$ cat src/rtl/pipe_pkg.sv
// Shared types and constants for the IF/ID/EX pipeline controller.
package pipe_pkg;

    localparam int unsigned REG_AW = 5;
    localparam int unsigned CNT_W  = 32;

    localparam logic [31:0]       NOP_INST = 32'h0000_0013;
    localparam logic [REG_AW-1:0] REG_X0   = REG_AW'(0);
    localparam logic [CNT_W-1:0]  CNT_MAX  = {CNT_W{1'b1}};

    typedef enum logic [1:0] {
        RUN    = 2'd0,
        DRAIN  = 2'd1,
        HALTED = 2'd2
    } pipe_state_t;

endpackage

$ cat src/rtl/pipe_hazard_det.sv
// RAW hazard compare between the ID sources and the EX destination (pure combinational).
module pipe_hazard_det
    import pipe_pkg::*;
(
    input  logic              i_id_valid,
    input  logic [REG_AW-1:0] i_id_rs1_addr,
    input  logic [REG_AW-1:0] i_id_rs2_addr,
    input  logic              i_id_rs1_ren,
    input  logic              i_id_rs2_ren,
    input  logic              i_ex_valid,
    input  logic [REG_AW-1:0] i_ex_rd_addr,
    input  logic              i_ex_reg_wen,
    output logic              o_haz_rs1,
    output logic              o_haz_rs2
);

    logic w_ex_writes;

    // x0 is never a real producer, so a match on it is not a hazard
    assign w_ex_writes = i_id_valid & i_ex_valid & i_ex_reg_wen;
    assign o_haz_rs1   = w_ex_writes & i_id_rs1_ren & (i_id_rs1_addr != REG_X0)
                         & (i_ex_rd_addr == i_id_rs1_addr);
    assign o_haz_rs2   = w_ex_writes & i_id_rs2_ren & (i_id_rs2_addr != REG_X0)
                         & (i_ex_rd_addr == i_id_rs2_addr);

endmodule

$ cat src/rtl/pipe_ctrl.sv
// Pipeline controller: hold/flush/bubble steering, ebreak halt sequence, stall counter.
// Optional operand forwarding from EX is enabled with `define PIPE_CTRL_FWD_EN.
module pipe_ctrl
    import pipe_pkg::*;
#(
    parameter int unsigned XLEN = 32
) (
    input  logic              clk,
    input  logic              rst_n,
    input  logic              id_valid,
    input  logic [REG_AW-1:0] id_rs1_addr,
    input  logic [REG_AW-1:0] id_rs2_addr,
    input  logic              id_rs1_ren,
    input  logic              id_rs2_ren,
    input  logic              id_ebreak,
    input  logic              ex_valid,
    input  logic [REG_AW-1:0] ex_rd_addr,
    input  logic              ex_reg_wen,
    input  logic              ex_busy,
    input  logic              ex_redirect,
    input  logic [XLEN-1:0]   ex_redirect_pc,
    output logic              pc_hold,
    output logic              pc_redirect,
    output logic [XLEN-1:0]   pc_redirect_addr,
    output logic              if_id_hold,
    output logic              if_id_flush,
    output logic              id_ex_hold,
    output logic              id_ex_bubble,
    output logic              fwd_rs1,
    output logic              fwd_rs2,
    output logic              halted,
    output logic [CNT_W-1:0]  stall_cnt
);

    pipe_state_t      r_state;
    pipe_state_t      w_next_state;
    logic [CNT_W-1:0] r_stall_cnt;
    logic             w_haz_rs1;
    logic             w_haz_rs2;
    logic             w_haz_stall;
    logic             w_cnt_inc;

    pipe_hazard_det u_haz (
        .i_id_valid    (id_valid),
        .i_id_rs1_addr (id_rs1_addr),
        .i_id_rs2_addr (id_rs2_addr),
        .i_id_rs1_ren  (id_rs1_ren),
        .i_id_rs2_ren  (id_rs2_ren),
        .i_ex_valid    (ex_valid),
        .i_ex_rd_addr  (ex_rd_addr),
        .i_ex_reg_wen  (ex_reg_wen),
        .o_haz_rs1     (w_haz_rs1),
        .o_haz_rs2     (w_haz_rs2)
    );

    // With forwarding a hazard never stalls; otherwise any source hazard stalls
`ifdef PIPE_CTRL_FWD_EN
    assign w_haz_stall = 1'b0;
`else
    assign w_haz_stall = w_haz_rs1 | w_haz_rs2;
`endif

    assign pc_redirect_addr = ex_redirect_pc;
    assign stall_cnt        = r_stall_cnt;

    // State register
    always_ff @(posedge clk or negedge rst_n) begin
        if (!rst_n) begin
            r_state <= RUN;
        end else begin
            r_state <= w_next_state;
        end
    end

    // Next state and control outputs; all controls forced low while reset is held
    always_comb begin
        w_next_state = r_state;
        pc_hold      = 1'b0;
        pc_redirect  = 1'b0;
        if_id_hold   = 1'b0;
        if_id_flush  = 1'b0;
        id_ex_hold   = 1'b0;
        id_ex_bubble = 1'b0;
        fwd_rs1      = 1'b0;
        fwd_rs2      = 1'b0;
        halted       = 1'b0;
        if (rst_n) begin
            case (r_state)
                RUN: begin
                    if (ex_busy) begin
                        pc_hold    = 1'b1;
                        if_id_hold = 1'b1;
                        id_ex_hold = 1'b1;
                    end else if (ex_valid && ex_redirect) begin
                        pc_redirect  = 1'b1;
                        if_id_flush  = 1'b1;
                        id_ex_bubble = 1'b1;
                    end else if (w_haz_stall) begin
                        pc_hold      = 1'b1;
                        if_id_hold   = 1'b1;
                        id_ex_bubble = 1'b1;
                    end else begin
`ifdef PIPE_CTRL_FWD_EN
                        fwd_rs1 = w_haz_rs1;
                        fwd_rs2 = w_haz_rs2;
`endif
                        // ebreak moves into EX; stop fetching behind it
                        if (id_valid && id_ebreak) begin
                            pc_hold      = 1'b1;
                            if_id_flush  = 1'b1;
                            w_next_state = DRAIN;
                        end
                    end
                end
                DRAIN: begin
                    pc_hold      = 1'b1;
                    if_id_hold   = 1'b1;
                    id_ex_bubble = 1'b1;
                    w_next_state = HALTED;
                end
                HALTED: begin
                    halted       = 1'b1;
                    pc_hold      = 1'b1;
                    if_id_hold   = 1'b1;
                    id_ex_bubble = 1'b1;
                end
                default: begin
                    w_next_state = RUN;
                end
            endcase
        end
    end

    assign w_cnt_inc = (r_state == RUN) & pc_hold & ~pc_redirect & (r_stall_cnt != CNT_MAX);

    // Saturating stall-cycle counter, live only while running
    always_ff @(posedge clk or negedge rst_n) begin
        if (!rst_n) begin
            r_stall_cnt <= '0;
        end else if (w_cnt_inc) begin
            r_stall_cnt <= r_stall_cnt + CNT_W'(1);
        end
    end

endmodule

$ cat config.mk
export PLATFORM = sky130hd
export DESIGN_NAME = pipe_ctrl
export DESIGN_NICKNAME = d
export VERILOG_FILES = /design/src/rtl/pipe_pkg.sv /design/src/rtl/pipe_hazard_det.sv /design/src/rtl/pipe_ctrl.sv
export SDC_FILE = /design/constraint.sdc
export NUM_CORES = 1
export LEC_CHECK = 0
export CAP_MARGIN = 20
export CORE_UTILIZATION = 41
export CTS_CLUSTER_DIAMETER = 60
export CTS_CLUSTER_SIZE = 12
export DETAILED_ROUTE_END_ITERATION = 10
export GPL_TIMING_DRIVEN = 0
export PLACE_DENSITY_LB_ADDON = 0.12
export SETUP_SLACK_MARGIN = 0.2
export SYNTH_ARGS = -nofsm -noshare
export SYNTH_HDL_FRONTEND = slang
export SYNTH_HIERARCHICAL = 1
export SYNTH_SLANG_ARGS = --single-unit
$ cat constraint.sdc
create_clock -name clk -period 5.45 [get_ports clk]
set_input_delay 1.09 -clock clk [delete_from_list [all_inputs] [get_ports clk]]
set_output_delay 1.09 -clock clk [all_outputs]
set_load 0.01 [all_outputs]
==> flow_summary.yaml, run 1 <==
status:
  outcome: "completed"
power:
  p_comb_share_pct: 40.6
  p_sw_share_pct: 31.9
  power_density_mw_per_mm2: 249
  clockPowerShare_pct: 22.5
  ir_drop_v: 0.000250
  power_leakage_nw: 1.43
  p_int_uw: 571
  switching_power_uw: 267
  p_seq_share_pct: 36.9
die:
  core_mm2: 0.00517
  dieArea_mm2: 0.00574
  initial_utilization_pct: 43.2
  die_x_um: 75.8
  die_h_um: 75.8
  num_io_pins: 130
  row_count: 26
grt:
  grt_use_total_pct: 17.8
  grt_max_degree: 39
  grt_overflow: 0
  grt_pass1_vias: 1681
  antenna_found_initial: 0
  grt_pass1_wl_mm: 7.70
timing:
  clock.fmax_mhz: 212
  max_slew.worst_pin.slew_ns: 0.808
  clock_skew_ns: 0.00570
  setup_viol: 0
  hold_violations: 0
  maxSlewHeadroom_pct: 46.1
  fin_crit_sh_pct: 86.8
  tns_ns: 0
  slew_viol_final: 0
  rsz0062_at_grt: "no"
  fin_crit_ns: 4.73
  worst_slack_ns: 0.722
synthesis:
  ys_top_cells_by_count: "34 x buf_4, 34 x dfrtp_1, 28 x xnor2_1"
  postSynthCellCount: 232
  syn_area_per_cell_um2: 9.62
  syn-cell-area_mm2: 0.00223
  synth_ff_type: "dfrtp_1"
  synthArstFlopShare_pct: 100
  netlist.top_cell.by_area: "dfrtp_1"
  ys_warn_count: 6
  synth_cell_types: 42
  synth_area_leaders: "dfrtp_1 38%, buf_4 11%, xnor2_1 11%"
  ys_seq_area_share_pct: 38.1
  synth_enable_flop_cells: 0
  ys_ff_latch: 34
  synth_top_area_share_pct: 38.1
critical_path:
  cp_num_cells: 9
  critPathMaxStageDelay_ns: 0.55
  reg2reg_depth: 8
  cp.required_ns: 4.36
  cp.arrival_ns: 3.64
  cp_max_fo: 3
  crit_family: "buffers and inverters"
  cp_cell_sequence: "clkdlybuf4s50_1 > xor2_1 > or4_1 > nor4_2 > nor2_1 > a21boi_0 > a21oi_1 > nor2_1 > clkdlybuf4s50_1"
  crit_slowest_cell: "clkdlybuf4s50_1"
  crit_type: "in2out"
  end_kind: "primary output"
  start_kind: "primary input"
  path_buf_inv: 2
placement:
  finalWeightedCongestion: 0.880
  dp_hpwl_mm: 3.96
  port_buffers: 95
  pre_cts_ws_ns: 0.743
  dpl.cell_count: 398
cts:
  htreeDepth: 2
  clk_latency_ns: 0.28
  clockBufferDepth: 2
  cts_tree: "built"
  cts_resized: 0
  cts_hold_buf: 0
  post_cts_buffers: 0
  cts_root_buf: "clkbuf_8"
  cts.sinks: 34
  clkTransAtPathRegs_ns: 0.07
  cts_made_buffers: 5
detailed_routing:
  drc: 0
  drtPass1Iterations: 4
  totalWireLength_mm: 5.16
  drt_iter0_markers: 37
  wire_per_inst_um: 12.7
  drtAntennaViolNets: 0
  viasPerCell: 4.83
  vias: 1963
min_path:
  min_path_cells: 1
  hold_class: "reg2reg"
final_layout:
  ff_latch_area_um2: 851
  fill_cells: 444
  drive_above_1_share_pct: 14.9
  n_antenna_cell: 0
  syn_to_final_growth_pct: 50.6
  multi_input_area_mm2: 0.00107
  instances_no_fill: 406
  nets: 397
job:
  cap_violations: 0
==> sequential cells by signal (all words and copies together) (netlist names) <==
signal     count
r_state        2
stall_cnt     32
==> final timing paths <==
path,slack (ns),end,from
setup / recovery,0.72,id_ex_bubble,ex_rd_addr[3]
hold / removal,0.48,stall_cnt[17],stall_cnt[17]
setup reg to reg,3.11,stall_cnt[31],r_state[0]
hold reg to reg,0.48,stall_cnt[17],stall_cnt[17]
max in group asynchronous,4.04,stall_cnt[8],rst_n
min in group asynchronous,0.89,stall_cnt[17],rst_n
==> cell families after synthesis <==
group | synth area share [%]
AO/OA/AOI/OAI | 7.23
XOR/XNOR | 15.3
adder cells (fa/ha/maj) | 2.80
buffers and inverters | 14.1
flip-flops | 38.1
multiplexers | 1.18
other | 0.168
AND/OR/NAND/NOR | 21.1
==> cells in the final DEF, fill, tap and decap left out, types with 2 or more instances in the layout <==
cell	netlist	layout
nor2_1	10	10
nor4b_1	2	2
inv_1	8	8
clkdlybuf4s50_1	0	94
nor3_1	3	3
conb_1	1	2
or3_1	2	2
buf_4	34	34
and3_1	9	9
clkbuf_8	0	6
nand2b_1	2	2
o21ai_0	4	4
a21oi_1	4	4
and4_1	5	5
dfrtp_1	34	34
nand3_1	6	6
a211oi_1	2	2
clkbuf_1	2	3
and2_1	2	2
o2111ai_1	2	2
ha_1	5	5
nor4_1	3	3
buf_2	2	3
nand4_1	15	15
xor2_1	11	11
xnor2_1	28	28
nand2_1	19	19
==> area by class of cell <==
cell class                 instances  share of cell area [%]
buffer                            39                    8.45
clock inverter                     1                   0.149
timing repair buffer              95                    28.1
sequential                        34                    25.3
inverter                           8                   0.894
multi-input combinational        152                    31.9
clock buffer                       7                    2.57
tap                               70                    2.61
==> stage by stage <==
stage	instance area, um2	hold slack, ns	util [%]	power [mW]
floorplan	2240	0.515	-	0.501
global placement	3270	0.473	63.3	0.651
detailed placement	3270	0.480	63.2	0.654
finish	3360	0.484	65.0	0.838
global route	3360	0.514	65.0	0.889
CTS	3360	0.492	65.0	0.846
==> power by group through the flow <==
stage | clock network (mW) | logic, mW | registers [mW]
after floorplan | 0 | 0.183 | 0.318
after global placement | 0 | 0.337 | 0.314
after detailed placement | 0 | 0.340 | 0.314
after CTS | 0.194 | 0.342 | 0.310
after global routing | 0.204 | 0.372 | 0.313
final | 0.188 | 0.340 | 0.310
==> per-layer routing <==
layer  wire length (um)  vias to the layer above  GRT usage [%]
met5                  0                        -              0
met4                 57                        0           5.56
li1                   -                      977              -
met2               2330                       92           29.7
met1               2220                      888           22.4
met3                554                        6           5.03
Note: power is estimated with default switching activity, not from simulation.
==> run 2, diff against run 1 <==
--- a/config.mk
+++ b/config.mk
@@ -6,7 +6,7 @@
 export NUM_CORES = 1
 export LEC_CHECK = 0
 export CAP_MARGIN = 20
-export CORE_UTILIZATION = 41
+export CORE_UTILIZATION = 38
 export CTS_CLUSTER_DIAMETER = 60
 export CTS_CLUSTER_SIZE = 12
 export DETAILED_ROUTE_END_ITERATION = 10
==> constraint.sdc (replaced) <==
create_clock -name clk -period 5.3 [get_ports clk]
set_input_delay 1.06 -clock clk [delete_from_list [all_inputs] [get_ports clk]]
set_output_delay 1.06 -clock clk [all_outputs]
set_load 0.01 [all_outputs]
==> run 2 against run 1 <==
Against the previous run: sequential share of layout area grew 0.095 points; worst setup slack lost 0.081 ns; sequential cell count is the same; design area shrank 0.37%; core utilization shrank 4.9 points; non-clock buffer count is the same; total power grew 0.67%; combinational power grew 3%; first-iteration DRC count shrank 5.4%; count of clock-buffer cells in the layout is the same; largest power group unchanged; clock skew shrank 0.0033 ns; routed wire length grew 3.1%.
==> flow_summary.yaml, run 2 (synthesis results as in run 1) <==
critical_path:
  cp.arrival_ns: 3.60
  start_kind: "primary input"
  worst-r2r-setup-slack_ns: 2.97
  cp.required_ns: 4.24
  crit_type: "in2out"
  r2r_end: "stall_cnt[1]"
  end_kind: "primary output"
  regToRegStartpoint: "r_state[0]"
  reg2reg_depth: 7
  cp_max_fo: 3
detailed_routing:
  wire_per_inst_um: 13.1
  totalWireLength_mm: 5.33
  drtAntennaViolNets: 0
  drc: 0
  drt_iter0_markers: 35
  vias: 1991
  drtPass1Iterations: 4
  viasPerCell: 4.89
power:
  power_density_mw_per_mm2: 252
  ir_drop_v: 0.000264
  clockPowerShare_pct: 20.5
  switching_power_uw: 271
  p_sw_share_pct: 32.2
  p_seq_share_pct: 37.9
  p_comb_share_pct: 41.6
  power_leakage_nw: 1.42
  p_int_uw: 572
final_layout:
  largest_reg_flops: 32
  drive_above_1_share_pct: 14.3
  syn_to_final_growth_pct: 50.0
  n_antenna_cell: 0
  final_cell_mix: "94 x clkdlybuf4s50_1, 34 x buf_4, 34 x dfrtp_1"
  final_cell_area_mm2: 0.00335
  layout_commonest_cell: "clkdlybuf4s50_1"
  nets: 397
  final_util_pct: 60.1
timing:
  clock_skew_ns: 0.00236
  maxSlewHeadroom_pct: 47.2
  fin_crit_ns: 4.66
  slew_viol_final: 0
  clock.fmax_mhz: 215
  hold_violations: 0
  max_slew.worst_pin.slew_ns: 0.791
  fin_crit_sh_pct: 87.9
  tns_ns: 0
  rsz0062_at_grt: "no"
  setup_viol: 0
grt:
  antenna_found_initial: 0
  grt_use_total_pct: 16.9
  grt_pass1_vias: 1834
  grt_max_degree: 39
  grt_overflow: 0
  grt_pass1_wl_mm: 8.31
min_path:
  hold_class: "reg2reg"
  min_path_cells: 1
  hp-start: "stall_cnt[14]"
  hold_end: "stall_cnt[14]"
cts:
  clk_latency_ns: 0.28
  cts_tree: "built"
  htreeDepth: 2
  cts_root_buf: "clkbuf_8"
  cts_resized: 0
  clockBufferDepth: 2
  clkTransAtPathRegs_ns: 0.06
  cts.sinks: 34
  post_cts_buffers: 0
  cts_made_buffers: 5
  cts_hold_buf: 0
die:
  initial_utilization_pct: 40.0
  core_mm2: 0.00557
  row_count: 27
  die_h_um: 78.6
  num_io_pins: 130
  die_x_um: 78.6
  dieArea_mm2: 0.00618
status:
  outcome: "completed"
placement:
  port_buffers: 95
  placed_area_mm2: 0.00327
  dp_hpwl_mm: 4.19
  finalWeightedCongestion: 0.779
job:
  cap_violations: 0
-- run 2: layout make-up --
class	instances	area, um2
Buffer	39	284
Fill cell	483	2230
Timing Repair Buffer	95	946
Inverter	8	30.0
Sequential cell	34	851
Tap cell	72	90.1
Multi-Input combinational cell	152	1070
Clock buffer	7	76.3
-- run 2: how the worst max path moves through the flow --
stage                   start  cells past startpoint  slack (ns)           end
2_1_floorplan  id_rs2_addr[3]                      5        1.73       pc_hold
3_3_place_gp            rst_n                      4        0.25   if_id_flush
3_5_place_dp    ex_rd_addr[3]                      9        0.66  id_ex_bubble
4_1_cts         ex_rd_addr[3]                      9        0.64  id_ex_bubble
5_1_grt         ex_rd_addr[3]                      9        0.47  id_ex_bubble
6_report        ex_rd_addr[3]                      9        0.64  id_ex_bubble
-- run 2: worst max-delay path: stages --
cell	delay, ns
clkdlybuf4s50_1	0.47
xor2_1	0.16
or4_1	0.54
nor4_2	0.27
nor2_1	0.11
a21boi_0	0.25
a21oi_1	0.10
nor2_1	0.09
clkdlybuf4s50_1	0.55
-- run 2: routing by layer --
| metal | up-vias | routed length (um) | GRT usage, % |
|---|---|---|---|
| met5 | - | 0 | 0 |
| met4 | 0 | 54 | 5.37 |
| met3 | 8 | 511 | 4.07 |
| met2 | 87 | 2590 | 30.7 |
| met1 | 919 | 2170 | 19.3 |
| li1 | 977 | - | - |
-- run 2: per-stage QoR --
| stage | instances | setup slack (ns) | power [mW] | hold WS (ns) |
|---|---|---|---|---|
| 6_report | 407 | 0.641 | 0.843 | 0.485 |
| 5_1_grt | 407 | 0.467 | 0.895 | 0.500 |
| 4_1_cts | 407 | 0.644 | 0.854 | 0.493 |
| 3_5_place_dp | 400 | 0.658 | 0.678 | 0.481 |
| 3_3_place_gp | 400 | 0.254 | 0.670 | 0.475 |
| 2_1_floorplan | 233 | 1.73 | 0.515 | 0.515 |
-- run 2: power by group through the flow --
stage	Sequential, mW	Combinational [mW]	Clock (mW)
after CTS	0.320	0.356	0.178
after global routing	0.325	0.383	0.187
after floorplan	0.327	0.188	0
after global placement	0.323	0.348	0
final	0.319	0.351	0.173
after detailed placement	0.324	0.354	0
==> run 3, diff against run 2 <==
--- a/config.mk
+++ b/config.mk
@@ -6,7 +6,9 @@
 export NUM_CORES = 1
 export LEC_CHECK = 0
 export CAP_MARGIN = 20
-export CORE_UTILIZATION = 38
+export CELL_PAD_IN_SITES_DETAIL_PLACEMENT = 1
+export CELL_PAD_IN_SITES_GLOBAL_PLACEMENT = 1
+export CORE_UTILIZATION = 27
 export CTS_CLUSTER_DIAMETER = 60
 export CTS_CLUSTER_SIZE = 12
 export DETAILED_ROUTE_END_ITERATION = 10
==> run 3 against run 2 <==
Against the previous run: total power grew 0.69%; design area grew 1.1%; non-clock buffer count is the same; sequential share of layout area shrank 0.28 points; register-to-register slack lost 0.06 ns; sequential cell count is the same; via count grew 1.9%; clock power is essentially flat; combinational power is essentially flat; cell count grew 7.4%; critical endpoint unchanged; highest routed layer unchanged.
==> flow_summary.yaml, run 3 (synthesis results as in run 1) <==
timing:
  fin_crit_ns: 4.66
  worst_slack_ns: 0.640
  maxSlewHeadroom_pct: 45.5
  clock.fmax_mhz: 215
  slew_viol_final: 0
  hold_violations: 0
  rsz0062_at_grt: "no"
  max_slew.worst_pin.slew_ns: 0.818
  fin_crit_sh_pct: 87.9
  setup_viol: 0
  hold_ws_ns: 0.502
  tns_ns: 0
  clock_skew_ns: 0.00557
grt:
  grt_pass1_vias: 1983
  grt_max_degree: 39
  grt_overflow: 0
  antenna_found_initial: 0
  grt_pass1_wl_mm: 9.60
  grt_use_total_pct: 13.9
cts:
  cts_hold_buf: 0
  cts.sinks: 34
  cts_made_buffers: 5
  cts_root_buf: "clkbuf_8"
  clockBufferDepth: 2
  clkTransAtPathRegs_ns: 0.06
  clk_latency_ns: 0.28
  cts_tree: "built"
  htreeDepth: 2
  cts_resized: 0
  post_cts_buffers: 0
critical_path:
  crit_family: "buffers and inverters"
  critPathMaxStageDelay_ns: 0.55
  cp_max_fo: 4
  cp.arrival_ns: 3.60
  cp_cell_sequence: "clkdlybuf4s50_1 > nand3_1 > or4_1 > nor4_2 > nor2_1 > a21boi_0 > a21oi_1 > nor2_1 > clkdlybuf4s50_1"
  crit_slowest_cell: "clkdlybuf4s50_1"
  crit_type: "in2out"
  path_buf_inv: 2
  end_kind: "primary output"
  start_kind: "primary input"
  cp.required_ns: 4.24
power:
  ir_drop_v: 0.000208
  p_seq_share_pct: 37.6
  clockPowerShare_pct: 20.8
  switching_power_uw: 277
  p_sw_share_pct: 32.6
  power_leakage_nw: 1.42
  power_density_mw_per_mm2: 251
  p_int_uw: 572
  p_comb_share_pct: 41.6
placement:
  finalWeightedCongestion: 0.747
  port_buffers: 95
  pre_cts_ws_ns: 0.641
  dpl.cell_count: 430
  dp_hpwl_mm: 4.65
final_layout:
  instances_no_fill: 437
  nets: 397
  largest_reg_flops: 32
  final_cell_mix: "94 x clkdlybuf4s50_1, 34 x buf_4, 34 x dfrtp_1"
  layout_commonest_cell: "clkdlybuf4s50_1"
  syn_to_final_growth_pct: 51.7
  drive_above_1_share_pct: 14.3
  n_antenna_cell: 0
  final_util_pct: 43.1
detailed_routing:
  viasPerCell: 4.64
  wire_per_inst_um: 13.6
  vias: 2029
  totalWireLength_mm: 5.95
  drc: 0
  drt_iter0_markers: 34
  drtAntennaViolNets: 0
  drtPass1Iterations: 4
status:
  outcome: "completed"
die:
  row_count: 32
  num_io_pins: 130
  die_x_um: 92.9
  initial_utilization_pct: 28.4
  die_h_um: 92.9
  dieArea_mm2: 0.00864
  core_mm2: 0.00785
job:
  cap_violations: 0
min_path:
  hold_class: "reg2reg"
## run 3: worst paths after layout
path	start	endpoint	slack [ns]	cells after the start
setup / recovery	ex_valid	id_ex_bubble	0.64	9
hold / removal	stall_cnt[10]	stall_cnt[10]	0.50	1
setup reg to reg	r_state[0]	stall_cnt[31]	2.91	8
hold reg to reg	stall_cnt[10]	stall_cnt[10]	0.50	1
max in group asynchronous	rst_n	stall_cnt[18]	3.91	1
min in group asynchronous	rst_n	stall_cnt[30]	0.87	1
## run 3: worst reg2reg max path, delay by kind of cell, from the launching register on
kind / cells / cell delay (ns)
and+or+nand+nor: 2 / 0.26
AOI/OAI and AO/OA: 2 / 0.82
buffers and inverters: 2 / 0.34
DFF: 1 / 0.40
xor gates and xnor gates: 1 / 0.15
adders and majority gates: 1 / 0.33
## run 3: cell type report
| type | count | area [um2] |
|---|---|---|
| Sequential cell | 34 | 851 |
| Buffer | 39 | 284 |
| Timing Repair Buffer | 95 | 946 |
| Multi-Input combinational cell | 152 | 1070 |
| Clock buffer | 7 | 76.3 |
| Fill cell | 915 | 4460 |
| Inverter | 8 | 30.0 |
| Tap cell | 102 | 128 |
## run 3: stage by stage
step           area (um2)  power [mW]
2_1_floorplan        2240       0.515
3_3_place_gp         3310       0.677
3_5_place_dp         3310       0.682
4_1_cts              3390       0.864
5_1_grt              3390       0.910
6_report             3390       0.849
## run 3: power by group through the flow
stage	Combinational (mW)	Clock [mW]	Sequential [mW]
final	0.353	0.176	0.319
after global routing	0.387	0.198	0.325
after CTS	0.360	0.184	0.321
after detailed placement	0.357	0	0.324
after global placement	0.354	0	0.323
after floorplan	0.188	0	0.327
## run 3: per-layer routing
metal,global-route usage (%),wire length (um),vias to the layer above
li1,-,-,972
met1,18.5,2740,972
met2,22.3,2720,80
met3,3.53,435,5
met4,3.85,62,0
met5,0,0,-
